`src/rtl/busca_instrucao_pkg.sv`:
```
// pacote_processador: constants shared by the processor blocks.
//   - opcode encodings seen by the control decoder
//   - instruction field positions
//   - state encoding of the instruction fetch unit (busca_instrucao)
package pacote_processador;

  // Opcode encodings (instrucao[15:13])
  localparam logic [2:0] OP_ADD  = 3'd0;
  localparam logic [2:0] OP_ADDI = 3'd1;
  localparam logic [2:0] OP_BEQ  = 3'd2;
  localparam logic [2:0] OP_LW   = 3'd3;
  localparam logic [2:0] OP_SW   = 3'd4;
  localparam logic [2:0] OP_J    = 3'd5;
  localparam logic [2:0] OP_MUL  = 3'd6;

  // Instruction field positions
  localparam int unsigned LARGURA_INSTR   = 16;
  localparam int unsigned CAMPO_OP_MSB    = 15;
  localparam int unsigned CAMPO_OP_LSB    = 13;
  localparam int unsigned CAMPO_LSB       = 0;
  localparam int unsigned CAMPO_DESL_MSB  = 7;
  localparam int unsigned CAMPO_DESL_LSB  = 0;
  localparam int unsigned CAMPO_SALTO_MSB = 12;

  // Fetch unit states
  typedef enum logic [1:0] {
    OCIOSO  = 2'd0,
    BUSCA   = 2'd1,
    EXECUTA = 2'd2,
    PARADO  = 2'd3
  } estado_busca_t;

endpackage

```
`src/rtl/busca_instrucao_if.sv`:
```
// Instruction-memory fetch bus (req/ack handshake).
//   mem_req      : fetch request, driven by the fetch unit
//   mem_endereco : fetch address, driven by the fetch unit
//   mem_ack      : acknowledge from memory; mem_dado valid in the same cycle
//   mem_dado     : 16-bit instruction word from memory
// Modports: master = fetch unit, slave = instruction memory.
interface busca_instrucao_if #(
  parameter int unsigned LARGURA_PC = 8
);
  logic                  mem_req;
  logic [LARGURA_PC-1:0] mem_endereco;
  logic                  mem_ack;
  logic [15:0]           mem_dado;

  modport master (
    output mem_req,
    output mem_endereco,
    input  mem_ack,
    input  mem_dado
  );

  modport slave (
    input  mem_req,
    input  mem_endereco,
    output mem_ack,
    output mem_dado
  );
endinterface

```
`src/rtl/busca_instrucao_contador_programa.sv`:
```
// contador_programa: registered program counter with next-PC selection.
//   clock, reset  : rising-edge clock, synchronous active-high reset
//   limpar        : force PC to 0 (program (re)start), highest priority
//   carregar      : apply next-PC rule (asserted during the execute cycle)
//   halt/jump/beq : decoder outputs; igual = ALU equality flag
//   campo_salto   : instrucao[12:0], absolute jump target field
//   deslocamento  : instrucao[7:0], signed branch offset
//   pc            : current program counter
// All arithmetic is modulo 2^LARGURA_PC.
module contador_programa #(
  parameter int unsigned LARGURA_PC = 8
) (
  input  logic                  clock,
  input  logic                  reset,
  input  logic                  limpar,
  input  logic                  carregar,
  input  logic                  halt,
  input  logic                  jump,
  input  logic                  beq,
  input  logic                  igual,
  input  logic [12:0]           campo_salto,
  input  logic [7:0]            deslocamento,
  output logic [LARGURA_PC-1:0] pc
);

  logic [LARGURA_PC-1:0] pc_q;
  logic [LARGURA_PC-1:0] pc_d;
  logic [LARGURA_PC-1:0] pc_mais_um;
  logic [LARGURA_PC-1:0] alvo_salto;
  logic [LARGURA_PC-1:0] desl_ext;

  // Size casts: the jump field is zero-extended (or truncated to the PC
  // width); the signed offset is sign-extended before the modular add.
  assign pc_mais_um = pc_q + LARGURA_PC'(1);
  assign alvo_salto = LARGURA_PC'(campo_salto);
  assign desl_ext   = LARGURA_PC'($signed(deslocamento));

  always_comb begin
    pc_d = pc_q;
    if (limpar) begin
      pc_d = '0;
    end else if (carregar) begin
      if (halt) begin
        pc_d = pc_q;
      end else if (jump) begin
        pc_d = alvo_salto;
      end else if (beq && igual) begin
        pc_d = pc_mais_um + desl_ext;
      end else begin
        pc_d = pc_mais_um;
      end
    end
  end

  always_ff @(posedge clock) begin
    if (reset) begin
      pc_q <= '0;
    end else begin
      pc_q <= pc_d;
    end
  end

  assign pc = pc_q;

endmodule

```
`src/rtl/busca_instrucao.sv`:
```
// busca_instrucao: instruction fetch and issue unit.
//   clock, reset        : rising-edge clock, synchronous active-high reset
//   inicio              : start pulse, honoured only in OCIOSO / PARADO
//   mem (master)        : instruction-memory req/ack fetch bus
//   OPcode, bit_menos_sig, instrucao : registered instruction and fields
//   instr_valida        : high for the single execute cycle
//   jump, beq, halt     : decoder outputs, sampled in EXECUTA
//   igual               : ALU equality flag, sampled in EXECUTA
//   pc                  : program counter (also the fetch address)
//   parado              : high while stopped
//   erro_busca          : sticky fetch-timeout flag, cleared by inicio
module busca_instrucao
  import pacote_processador::*;
#(
  parameter int unsigned LARGURA_PC    = 8,
  parameter int unsigned LIMITE_ESPERA = 15
) (
  input  logic                   clock,
  input  logic                   reset,
  input  logic                   inicio,
  busca_instrucao_if.master      mem,
  output logic [2:0]             OPcode,
  output logic                   bit_menos_sig,
  output logic [15:0]            instrucao,
  output logic                   instr_valida,
  input  logic                   jump,
  input  logic                   beq,
  input  logic                   halt,
  input  logic                   igual,
  output logic [LARGURA_PC-1:0]  pc,
  output logic                   parado,
  output logic                   erro_busca
);

  localparam int unsigned ESPERA_W = $clog2(LIMITE_ESPERA + 1);
  localparam logic [ESPERA_W-1:0] LIMITE_CONT = ESPERA_W'(LIMITE_ESPERA);

  estado_busca_t         estado_q, estado_d;
  logic [ESPERA_W-1:0]   espera_q, espera_d;
  logic [ESPERA_W-1:0]   espera_inc;
  logic [15:0]           instrucao_q, instrucao_d;
  logic                  mem_req_q, mem_req_d;
  logic                  instr_valida_q, instr_valida_d;
  logic                  parado_q, parado_d;
  logic                  erro_busca_q, erro_busca_d;
  logic                  limpar_pc;
  logic                  carregar_pc;

  assign espera_inc = espera_q + 1'b1;

  always_comb begin
    estado_d     = estado_q;
    espera_d     = espera_q;
    instrucao_d  = instrucao_q;
    erro_busca_d = erro_busca_q;
    limpar_pc    = 1'b0;
    carregar_pc  = 1'b0;

    case (estado_q)
      OCIOSO, PARADO: begin
        if (inicio) begin
          estado_d     = BUSCA;
          espera_d     = '0;
          erro_busca_d = 1'b0;
          limpar_pc    = 1'b1;
        end
      end
      BUSCA: begin
        // An ack in the cycle the limit is reached still wins.
        if (mem.mem_ack) begin
          instrucao_d = mem.mem_dado;
          espera_d    = '0;
          estado_d    = EXECUTA;
        end else if (espera_inc == LIMITE_CONT) begin
          espera_d     = '0;
          erro_busca_d = 1'b1;
          estado_d     = PARADO;
        end else begin
          espera_d = espera_inc;
        end
      end
      EXECUTA: begin
        carregar_pc = 1'b1;
        estado_d    = halt ? PARADO : BUSCA;
      end
      default: begin
        estado_d = OCIOSO;
      end
    endcase

    // Outputs are decodes of the next state, so they are registered and
    // line up with the state they describe.
    mem_req_d      = (estado_d == BUSCA);
    instr_valida_d = (estado_d == EXECUTA);
    parado_d       = (estado_d == PARADO);
  end

  always_ff @(posedge clock) begin
    if (reset) begin
      estado_q       <= OCIOSO;
      espera_q       <= '0;
      instrucao_q    <= '0;
      mem_req_q      <= 1'b0;
      instr_valida_q <= 1'b0;
      parado_q       <= 1'b0;
      erro_busca_q   <= 1'b0;
    end else begin
      estado_q       <= estado_d;
      espera_q       <= espera_d;
      instrucao_q    <= instrucao_d;
      mem_req_q      <= mem_req_d;
      instr_valida_q <= instr_valida_d;
      parado_q       <= parado_d;
      erro_busca_q   <= erro_busca_d;
    end
  end

  contador_programa #(
    .LARGURA_PC (LARGURA_PC)
  ) u_contador_programa (
    .clock        (clock),
    .reset        (reset),
    .limpar       (limpar_pc),
    .carregar     (carregar_pc),
    .halt         (halt),
    .jump         (jump),
    .beq          (beq),
    .igual        (igual),
    .campo_salto  (instrucao_q[CAMPO_SALTO_MSB:0]),
    .deslocamento (instrucao_q[CAMPO_DESL_MSB:CAMPO_DESL_LSB]),
    .pc           (pc)
  );

  assign mem.mem_req      = mem_req_q;
  assign mem.mem_endereco = pc;

  assign instrucao     = instrucao_q;
  assign OPcode        = instrucao_q[CAMPO_OP_MSB:CAMPO_OP_LSB];
  assign bit_menos_sig = instrucao_q[CAMPO_LSB];
  assign instr_valida  = instr_valida_q;
  assign parado        = parado_q;
  assign erro_busca    = erro_busca_q;

endmodule

```
`src/flat_wrapper.sv`:
```
// flat-port wrapper written by rule: the top's interface ports become plain ports
module busca_instrucao_flat import pacote_processador::*;
#(
  parameter int unsigned LARGURA_PC    = 8,
  parameter int unsigned LIMITE_ESPERA = 15
)
  (clock, reset, inicio, OPcode, bit_menos_sig, instrucao, instr_valida, jump, beq, halt, igual, pc, parado, erro_busca, mem_mem_req, mem_mem_endereco, mem_mem_ack, mem_mem_dado);
  busca_instrucao_if #(.LARGURA_PC(LARGURA_PC)) mem_i ();
  input  logic clock;
  input  logic reset;
  input  logic inicio;
  output logic [2:0] OPcode;
  output logic bit_menos_sig;
  output logic [15:0] instrucao;
  output logic instr_valida;
  input  logic jump;
  input  logic beq;
  input  logic halt;
  input  logic igual;
  output logic [LARGURA_PC-1:0] pc;
  output logic parado;
  output logic erro_busca;
  output wire logic [$bits(mem_i.mem_req)-1:0] mem_mem_req;
  output wire logic [$bits(mem_i.mem_endereco)-1:0] mem_mem_endereco;
  input wire logic [$bits(mem_i.mem_ack)-1:0] mem_mem_ack;
  input wire logic [$bits(mem_i.mem_dado)-1:0] mem_mem_dado;
  assign mem_mem_req = mem_i.mem_req;
  assign mem_mem_endereco = mem_i.mem_endereco;
  assign mem_i.mem_ack = mem_mem_ack;
  assign mem_i.mem_dado = mem_mem_dado;
  busca_instrucao #(.LARGURA_PC(LARGURA_PC), .LIMITE_ESPERA(LIMITE_ESPERA)) u_core (.clock(clock), .reset(reset), .inicio(inicio), .mem(mem_i), .OPcode(OPcode), .bit_menos_sig(bit_menos_sig), .instrucao(instrucao), .instr_valida(instr_valida), .jump(jump), .beq(beq), .halt(halt), .igual(igual), .pc(pc), .parado(parado), .erro_busca(erro_busca));
endmodule
```
`config.mk`:
```
export PLATFORM = sky130hd
export DESIGN_NAME = busca_instrucao_flat
export DESIGN_NICKNAME = d
export VERILOG_FILES = /design/src/rtl/busca_instrucao_pkg.sv /design/src/rtl/busca_instrucao_if.sv /design/src/rtl/busca_instrucao_contador_programa.sv /design/src/rtl/busca_instrucao.sv /design/src/flat_wrapper.sv
export SDC_FILE = /design/constraint.sdc
export NUM_CORES = 1
export LEC_CHECK = 0
export ABC_AREA = 1
export CAP_MARGIN = 20
export CORE_MARGIN = 2
export CORE_UTILIZATION = 43
export CTS_BUF_LIST = sky130_fd_sc_hd__clkbuf_8
export DETAILED_ROUTE_END_ITERATION = 16
export PLACE_DENSITY = 0.86
export SYNTH_ARGS = -nofsm -noshare
export SYNTH_HDL_FRONTEND = slang
export SYNTH_SLANG_ARGS = --single-unit
```
`constraint.sdc`:
```
create_clock -name clock -period 2.2 [get_ports clock]
set_input_delay 0.22 -clock clock [delete_from_list [all_inputs] [get_ports clock]]
set_output_delay 0.22 -clock clock [all_outputs]
set_load 0.01 [all_outputs]
```
==> results_tabular.tex, run 1 <==
\begin{tabular}{lr}
\hline
Metric & Value \\
\hline
\multicolumn{2}{l}{\textbf{Status}} \\
\quad Run status & finished, final reports clean \\
\multicolumn{2}{l}{\textbf{Pwr}} \\
\quad Leakage power total & 0.00121 uW \\
\quad Internal cell power & 1110 uW \\
\quad Fraction of power consumed by sequential logic & 44.3\% \\
\quad Pwr per Cell Area & 550 mW/mm\^{}2 \\
\quad Share of total power in combinational logic & 25.3\% \\
\quad Power spent charging and discharging nets & 475 uW \\
\quad Highest ir drop seen on vdd & 0.324 mV \\
\quad Net Sw Frac & 30.0\% \\
\quad Clock network fraction of design power & 30.4\% \\
\multicolumn{2}{l}{\textbf{Synth}} \\
\quad Number of enable flip-flop cells after synthesis & 0 \\
\quad Post-Syn Nets & 317 \\
\quad Post-synthesis instance total & 279 \\
\quad Count of synthesis-stage warnings from yosys & 0 \\
\quad Netlist area before placement & 0.00203 mm\^{}2 \\
\quad Synth Area per Inst & 7.26 um\^{}2 \\
\quad Number of unique standard cell types used by synthesis & 33 \\
\quad Asr flop ratio synth & 0\% \\
\quad Predominant post-synthesis flop cell & dfxtp\_1 \\
\quad Number of storage elements in the synthesis netlist & 34 \\
\quad Fraction of the yosys area taken by sequential cells & 33.6\% \\
\multicolumn{2}{l}{\textbf{Floorplan}} \\
\quad Core area & 0.00444 mm\^{}2 \\
\quad DIE AREA & 0.00528 mm\^{}2 \\
\quad Vert. Die Dim & 72.6 um \\
\quad Starting Density & 45.6\% \\
\quad I/O pin count & 64 \\
\quad Die extent in x & 72.6 um \\
\quad Floorplan row count & 24 \\
\multicolumn{2}{l}{\textbf{Drt}} \\
\quad Remaining antenna violation count after routing & 0 \\
\quad Total DRC errors in the routed layout & 0 \\
\quad Number of vias after detailed routing & 2031 \\
\quad Initial detailed-routing violation count & 126 \\
\quad Average wire per standard cell & 12.9 um \\
\quad First drt pass iteration count & 4 \\
\quad Vias per Instance & 5.18 \\
\quad Final WL & 5060 um \\
\multicolumn{2}{l}{\textbf{Global route}} \\
\quad Total GRT Usage & 19.1\% \\
\quad Largest net degree at the start of global routing & 20 \\
\quad Global-route wire length before repair & 8050 um \\
\quad Leftover overflow at the end of global routing & 0 \\
\quad Number of global-route vias before repair & 1875 \\
\quad Antenna violations before repair & 0 \\
\multicolumn{2}{l}{\textbf{Layout}} \\
\quad Final Instance Area & 0.00288 mm\^{}2 \\
\quad Post-Layout Cell Count & 392 \\
\quad Layout cells sized above 1 & 15.9\% \\
\quad Net count of the finished layout & 377 \\
\quad Area growth syn-to-layout & 42.1\% \\
\quad Number of antenna diodes & 0 \\
\multicolumn{2}{l}{\textbf{STA}} \\
\quad Max transition margin & 69.4\% \\
\quad Final TNS setup & 0 ps \\
\quad Final count of negative-setup-slack endpoints & 0 \\
\quad Final clock skew & 5.20 ps \\
\quad Final cycle utilization of the critical path & 97.7\% \\
\quad Period minus WS final & 2150 ps \\
\quad Achievable Freq & 465 MHz \\
\quad Hold violation total from the final report & 0 \\
\quad Slew at the pin closest to its max-slew limit & 458 ps \\
\quad Final Slew Violations & 0 \\
\quad RSZ-0062 raised after global routing & true \\
\multicolumn{2}{l}{\textbf{Placement}} \\
\quad Inst Count DP & 380 \\
\quad Number of buffers inserted by port buffering & 63 \\
\quad Final Wtd Congestion & 0.839 \\
\quad Area of placed instances & 0.00263 mm\^{}2 \\
\quad Post-detail-place hpwl & 3750 um \\
\multicolumn{2}{l}{\textbf{CTS}} \\
\quad CTS Root Cell & clkbuf\_8 \\
\quad Number of clock sinks & 34 \\
\quad Clock Pin Slew Worst Setup and Hold Paths & 70 ps \\
\quad H-Tree Level Count & 2 \\
\quad Total of hold buffers inserted after clock tree synthesis & 0 \\
\quad CTS buffer count & 5 \\
\quad Maximum buffer depth of the clock tree & 2 \\
\quad CTS tree & done \\
\quad Clock latency on the worst-skew pair & 290 ps \\
\multicolumn{2}{l}{\textbf{Critical path}} \\
\quad Arrival time of data at the critical path endpoint & 2320 ps \\
\quad CP Max Fanout & 3 \\
\quad Startpoint type of the worst setup path & register \\
\quad Worst endpoint required time & 2370 ps \\
\quad Number of cells on the worst reg-to-reg path & 10 \\
\quad Endpoint class of the critical path & register \\
\quad Type of the setup path with the least slack & register to register \\
\multicolumn{2}{l}{\textbf{Job}} \\
\quad MaxCap Viol Count & 0 \\
\multicolumn{2}{l}{\textbf{Hold path}} \\
\quad Number of cells on the worst hold path & 2 \\
\quad Hold WC Path Type & register to register \\
\hline
\end{tabular}
-- repair_timing --
action | CTS | global route
pin swaps | 0 | 11
setup buffers | 0 | 4
setup endpoints to repair | 1 | 2
resized for setup | 5 | 20
-- Yosys cell counts, types with 3 or more instances --
master	n	share of area, %
o211ai_1	3	1.1
clkbuf_1	3	0.56
ha_1	13	8.0
inv_1	23	4.3
nand3_2	3	1.5
xor2_1	5	2.2
nor2_1	34	6.3
nand3_1	17	4.2
o21ai_1	12	3.0
inv_2	8	1.5
dfxtp_1	34	34
nand2_1	43	8.0
buf_4	12	4.4
o21ai_0	17	4.2
a21oi_2	3	1.3
a21oi_1	24	5.9
-- registers in the layout, summed over array words and instances, names as in the netlist --
signal and count:
u_core.instrucao 16, u_core.u_contador_programa.pc 8, u_core.espera_q 4, u_core.estado_q 2
u_core.erro_busca 1, u_core.instr_valida 1, u_core.mem.mem_req 1, u_core.parado 1
-- area by class of cell --
| cell class | instances | area [um^2] |
|---|---|---|
| fillers | 401 | 1570 |
| multi-input cells | 196 | 1220 |
| clock buffers | 6 | 82.6 |
| well taps | 52 | 65.1 |
| repair buffers | 71 | 694 |
| flip-flops and latches | 34 | 692 |
| inverters | 31 | 116 |
| clock inverters | 2 | 8.76 |
-- final timing paths --
kind / end / slack (ps) / from
worst min register to register: u_core.instrucao[12] / 480 / u_core.instrucao[12]
worst max-delay path: u_core.u_contador_programa.pc[6] / 50 / u_core.u_contador_programa.pc[0]
worst max register to register: u_core.u_contador_programa.pc[6] / 50 / u_core.u_contador_programa.pc[0]
worst min-delay path: u_core.instrucao[12] / 480 / u_core.instrucao[12]
-- worst max-delay path, cell delays in order (launching register included) --
cell      delay (ps)
dfxtp_4          360
buf_6            100
nand3_4           80
nor2_4           200
xor2_4           230
ha_1             290
a21o_1           170
a31oi_1          210
o21ai_0          130
o21bai_1         170
a21oi_1           90
-- layout by cell type, fill, tap and decap left out, types with 2 or more instances in the layout --
| master | count |
|---|---|
| nand2_1 | 39 |
| nand3_1 | 15 |
| o21bai_1 | 2 |
| a21oi_1 | 23 |
| buf_4 | 7 |
| inv_1 | 23 |
| xor2_1 | 3 |
| nor2_2 | 2 |
| inv_2 | 9 |
| nor2_1 | 34 |
| nand4_1 | 2 |
| nor2_4 | 2 |
| nand3_2 | 4 |
| dfxtp_4 | 3 |
| ha_1 | 9 |
| o21ai_0 | 17 |
| nand2_2 | 5 |
| a31oi_1 | 2 |
| clkbuf_8 | 6 |
| or2_1 | 2 |
| ha_4 | 4 |
| a21oi_2 | 4 |
| o211ai_1 | 3 |
| clkdlybuf4s50_1 | 63 |
| o21ai_1 | 12 |
| dfxtp_1 | 31 |
-- layer usage --
| layer | vias up | GRT usage (%) | part of all wire [%] |
|---|---|---|---|
| met5 | - | 0 | 0 |
| met4 | 0 | 6.79 | 1.3 |
| met3 | 8 | 5.25 | 6.3 |
| met2 | 62 | 32.9 | 48 |
| met1 | 934 | 22.7 | 44 |
| li1 | 1027 | - | - |
-- power by group through the flow --
stage	registers (uW)	logic, uW	clock network, uW
global route	705	441	511
CTS	702	388	486
global placement	712	374	0
finish	700	401	480
detailed placement	714	384	0
floorplan	725	201	0
-- metrics by stage --
step           util [%]  total power, uW  setup slack, ps  hold WS, ps
3_3_place_gp       59.1             1090             61.9          462
3_5_place_dp       59.1             1100            -63.7          472
6_report           64.8             1580             49.8          482
5_1_grt            64.8             1660            -40.9          515
4_1_cts            61.8             1580             24.9          487
2_1_floorplan         -              926             28.6          369
-- cell families (layout without fill, tap and decap cells) --
family                   Yosys count  count (layout)  share of synthesized area (%)
flip-flops                        34              34                           33.6
AO/OA/AOI/OAI                     64              64                           17.2
adder cells (fa/ha/maj)           14              14                           9.02
AND/OR/NAND/NOR                  111             111                           25.0
buffers and inverters             49             110                           11.8
XOR/XNOR                           7               7                           3.40
Power figures use the tool's default switching activity.
==> inputs of run 2 (changes only) <==
CTS_CLUSTER_SIZE = 28   (was default)
REMOVE_ABC_BUFFERS = 1   (was default)
==> run 2 against run 1 <==
Compared with the run above: sequential share of layout area is essentially flat; worst hold slack gained 0.98 ps; critical path depth grew 7; combinational power is essentially flat; count of clock-buffer cells in the layout is the same; setup slack lost 44 ps; first-iteration DRC count shrank 10%; flip-flop and latch count is the same; non-clock buffer count shrank 1; sequential power is essentially flat; fmax shrank 2.0%; total power grew 0.88%; critical endpoint is now u_core.u_contador_programa.pc[7]; largest cell class unchanged.
==> results_tabular.tex, run 2 (synthesis results as in run 1) <==
\begin{tabular}{lr}
\hline
Metric & Value \\
\hline
\multicolumn{2}{l}{\textbf{Status}} \\
\quad Run status & finished, final reports clean \\
\multicolumn{2}{l}{\textbf{Floorplan}} \\
\quad DIE AREA & 0.00528 mm\^{}2 (unchanged) \\
\quad I/O pin count & 64 (unchanged) \\
\quad Core area & 0.00444 mm\^{}2 (unchanged) \\
\quad Vert. Die Dim & 72.6 um (unchanged) \\
\quad Die extent in x & 72.6 um (unchanged) \\
\quad Floorplan row count & 24 (unchanged) \\
\quad Starting Density & 45.6\% (unchanged) \\
\multicolumn{2}{l}{\textbf{STA}} \\
\quad Achievable Freq & 456 MHz (-2.0\%) \\
\quad Hold Slack & 483 ps (+0.982 ps) \\
\quad Period minus WS final & 2190 ps (+43.6 ps) \\
\quad Final Slew Violations & 0 (unchanged) \\
\quad Slew at the pin closest to its max-slew limit & 419 ps (-38.5 ps) \\
\quad Final clock skew & 11.5 ps (+6.26 ps) \\
\quad Final cycle utilization of the critical path & 99.7\% (+2.0 points) \\
\quad Max transition margin & 72.1\% (+2.6 points) \\
\quad Final count of negative-setup-slack endpoints & 0 (unchanged) \\
\quad Hold violation total from the final report & 0 (unchanged) \\
\multicolumn{2}{l}{\textbf{Drt}} \\
\quad Total DRC errors in the routed layout & 0 (unchanged) \\
\quad Number of vias after detailed routing & 2048 (+0.84\%) \\
\quad Met1 routed wirelength after detailed routing & 2290 um (+2.8\%) \\
\quad Met2 Routed Length & 2600 um (+6.0\%) \\
\quad Remaining antenna violation count after routing & 0 (unchanged) \\
\quad Wire length on met3 & 377 um (+19\%) \\
\quad Vias per Instance & 5.24 (+1.1\%) \\
\quad First drt pass iteration count & 4 (unchanged) \\
\quad Uppermost layer routed & met4 \\
\quad Average wire per standard cell & 13.9 um (+7.6\%) \\
\quad Initial detailed-routing violation count & 113 (-10\%) \\
\quad Final WL & 5430 um (+7.3\%) \\
\multicolumn{2}{l}{\textbf{Global route}} \\
\quad Leftover overflow at the end of global routing & 0 (unchanged) \\
\quad Number of global-route vias before repair & 1787 (-4.7\%) \\
\quad Global-route wire length before repair & 8090 um (+0.51\%) \\
\quad Antenna violations before repair & 0 (unchanged) \\
\quad Total GRT Usage & 19.7\% (+0.59 points) \\
\quad Largest net degree at the start of global routing & 20 (unchanged) \\
\multicolumn{2}{l}{\textbf{CTS}} \\
\quad Clock Pin Slew Worst Setup and Hold Paths & 80 ps (about the same) \\
\quad CTS buffer count & 5 (unchanged) \\
\quad Clock latency on the worst-skew pair & 300 ps (about the same) \\
\quad Number of clock sinks & 34 (unchanged) \\
\quad Total of hold buffers inserted after clock tree synthesis & 0 (unchanged) \\
\quad CTS tree & done \\
\quad CTS Root Cell & clkbuf\_8 \\
\quad Maximum buffer depth of the clock tree & 2 (unchanged) \\
\quad H-Tree Level Count & 2 (unchanged) \\
\multicolumn{2}{l}{\textbf{Layout}} \\
\quad Number of antenna diodes & 0 (unchanged) \\
\quad Filler instances & 362 (-9.7\%) \\
\quad Net count of the finished layout & 376 (-0.27\%) \\
\quad Layout cells sized above 1 & 15.6\% (-0.25 points) \\
\quad Most common cell after layout, fill and taps aside & clkdlybuf4s50\_1 \\
\quad Register Area & 686 um\^{}2 (-0.90\%) \\
\quad Multi-input logic area & 0.00121 mm\^{}2 (-0.92\%) \\
\quad Area growth syn-to-layout & 41.0\% \\
\quad Final Instance Area & 0.00286 mm\^{}2 (-0.74\%) \\
\quad Number of flip-flops under the largest register name & 16 (unchanged) \\
\quad Most used cells in the layout excluding fill and tap cells & 63 x clkdlybuf4s50\_1, 39 x nand2\_1, 33 x nor2\_1, 32 x dfxtp\_1, 23 x a21oi\_1 \\
\multicolumn{2}{l}{\textbf{Critical path}} \\
\quad Arrival time of data at the critical path endpoint & 2380 ps (+60 ps) \\
\quad CP Max Fanout & 5 (+2) \\
\quad Endpoint class of the critical path & register \\
\quad Worst endpoint required time & 2390 ps (+20 ps) \\
\quad Startpoint type of the worst setup path & register \\
\quad Type of the setup path with the least slack & register to register \\
\multicolumn{2}{l}{\textbf{Placement}} \\
\quad Final Wtd Congestion & 1.05 (+25\%) \\
\quad Area of placed instances & 0.00263 mm\^{}2 (unchanged) \\
\quad Number of buffers inserted by port buffering & 63 (unchanged) \\
\quad Post-detail-place hpwl & 3670 um (-2.1\%) \\
\multicolumn{2}{l}{\textbf{Pwr}} \\
\quad Pwr per Cell Area & 559 mW/mm\^{}2 (+1.6\%) \\
\quad Leakage power total & 0.00119 uW (-2.0\%) \\
\quad Highest ir drop seen on vdd & 0.376 mV (+16\%) \\
\multicolumn{2}{l}{\textbf{Hold path}} \\
\quad Hold WC Path Type & register to register \\
\multicolumn{2}{l}{\textbf{Job}} \\
\quad MaxCap Viol Count & 0 (unchanged) \\
\hline
\end{tabular}
run 2: path summary, 6_finish.rpt:
kind,cells past startpoint,slack [ps],startpoint,end
setup / recovery,17,6,u_core.u_contador_programa.pc[1],u_core.u_contador_programa.pc[7]
hold / removal,2,480,u_core.erro_busca,u_core.erro_busca
setup reg to reg,17,6,u_core.u_contador_programa.pc[1],u_core.u_contador_programa.pc[7]
hold reg to reg,2,480,u_core.erro_busca,u_core.erro_busca
run 2: repair_timing:
item,in CTS,in global routing
gates cloned,0,0
endpoints found under the setup margin,1,2
resized for setup,3,19
pin swaps,0,8
setup buffers,0,3
run 2: cell type report:
type | count | share of cell area [%]
repair buffers | 70 | 24.0
inverters | 31 | 4.07
clock buffers | 6 | 2.89
clock inverters | 2 | 0.438
multi-input cells | 196 | 42.3
flip-flops and latches | 34 | 24.0
well taps | 52 | 2.28
run 2: metrics by stage:
step / cells / utilization [%] / setup slack [ps] / TNS (ps) / power [uW]
CTS: 388 / 61.5 / 47.1 / 0 / 1590
detailed placement: 380 / 59.1 / -37.0 / -37.0 / 1100
global route: 391 / 64.3 / -65.9 / -93.4 / 1670
floorplan: 261 / - / -37.0 / -37.0 / 904
global placement: 380 / 59.1 / 95.8 / 0 / 1090
finish: 391 / 64.3 / 6.20 / 0 / 1600
run 2: power breakdown:
group          switching [uW]  internal, uW
Sequential               39.2           660
Combinational             205           195
Clock                     244           252
Total                     489          1110
run 2: metal layers:
| metal | global-route usage (%) | vias to the layer above |
|---|---|---|
| li1 | - | 1020 |
| met3 | 5.25 | 16 |
| met4 | 9.47 | 0 |
| met1 | 24.8 | 926 |
| met5 | 0 | - |
| met2 | 31.1 | 86 |
run 2: worst max-delay path, cell delays in order (launching register included):
cell and delay (ps):
dfxtp_4 380, ha_4 150, nand2_2 80, nor2_4 140
inv_1 50, nand2_1 90, inv_1 80, ha_4 240
nand2_1 110, nand2_2 90, a21oi_4 170, nand2_1 80
nand2_2 80, nand3_2 60, nand2_1 70, nand3_1 80
nand2_1 70, a21oi_1 60
==> inputs of run 3 (changes only) <==
TNS_END_PERCENT = 30   (was default)
==> results of run 3 <==
The final DEF is identical to that of run 2; final timing and power are the same.
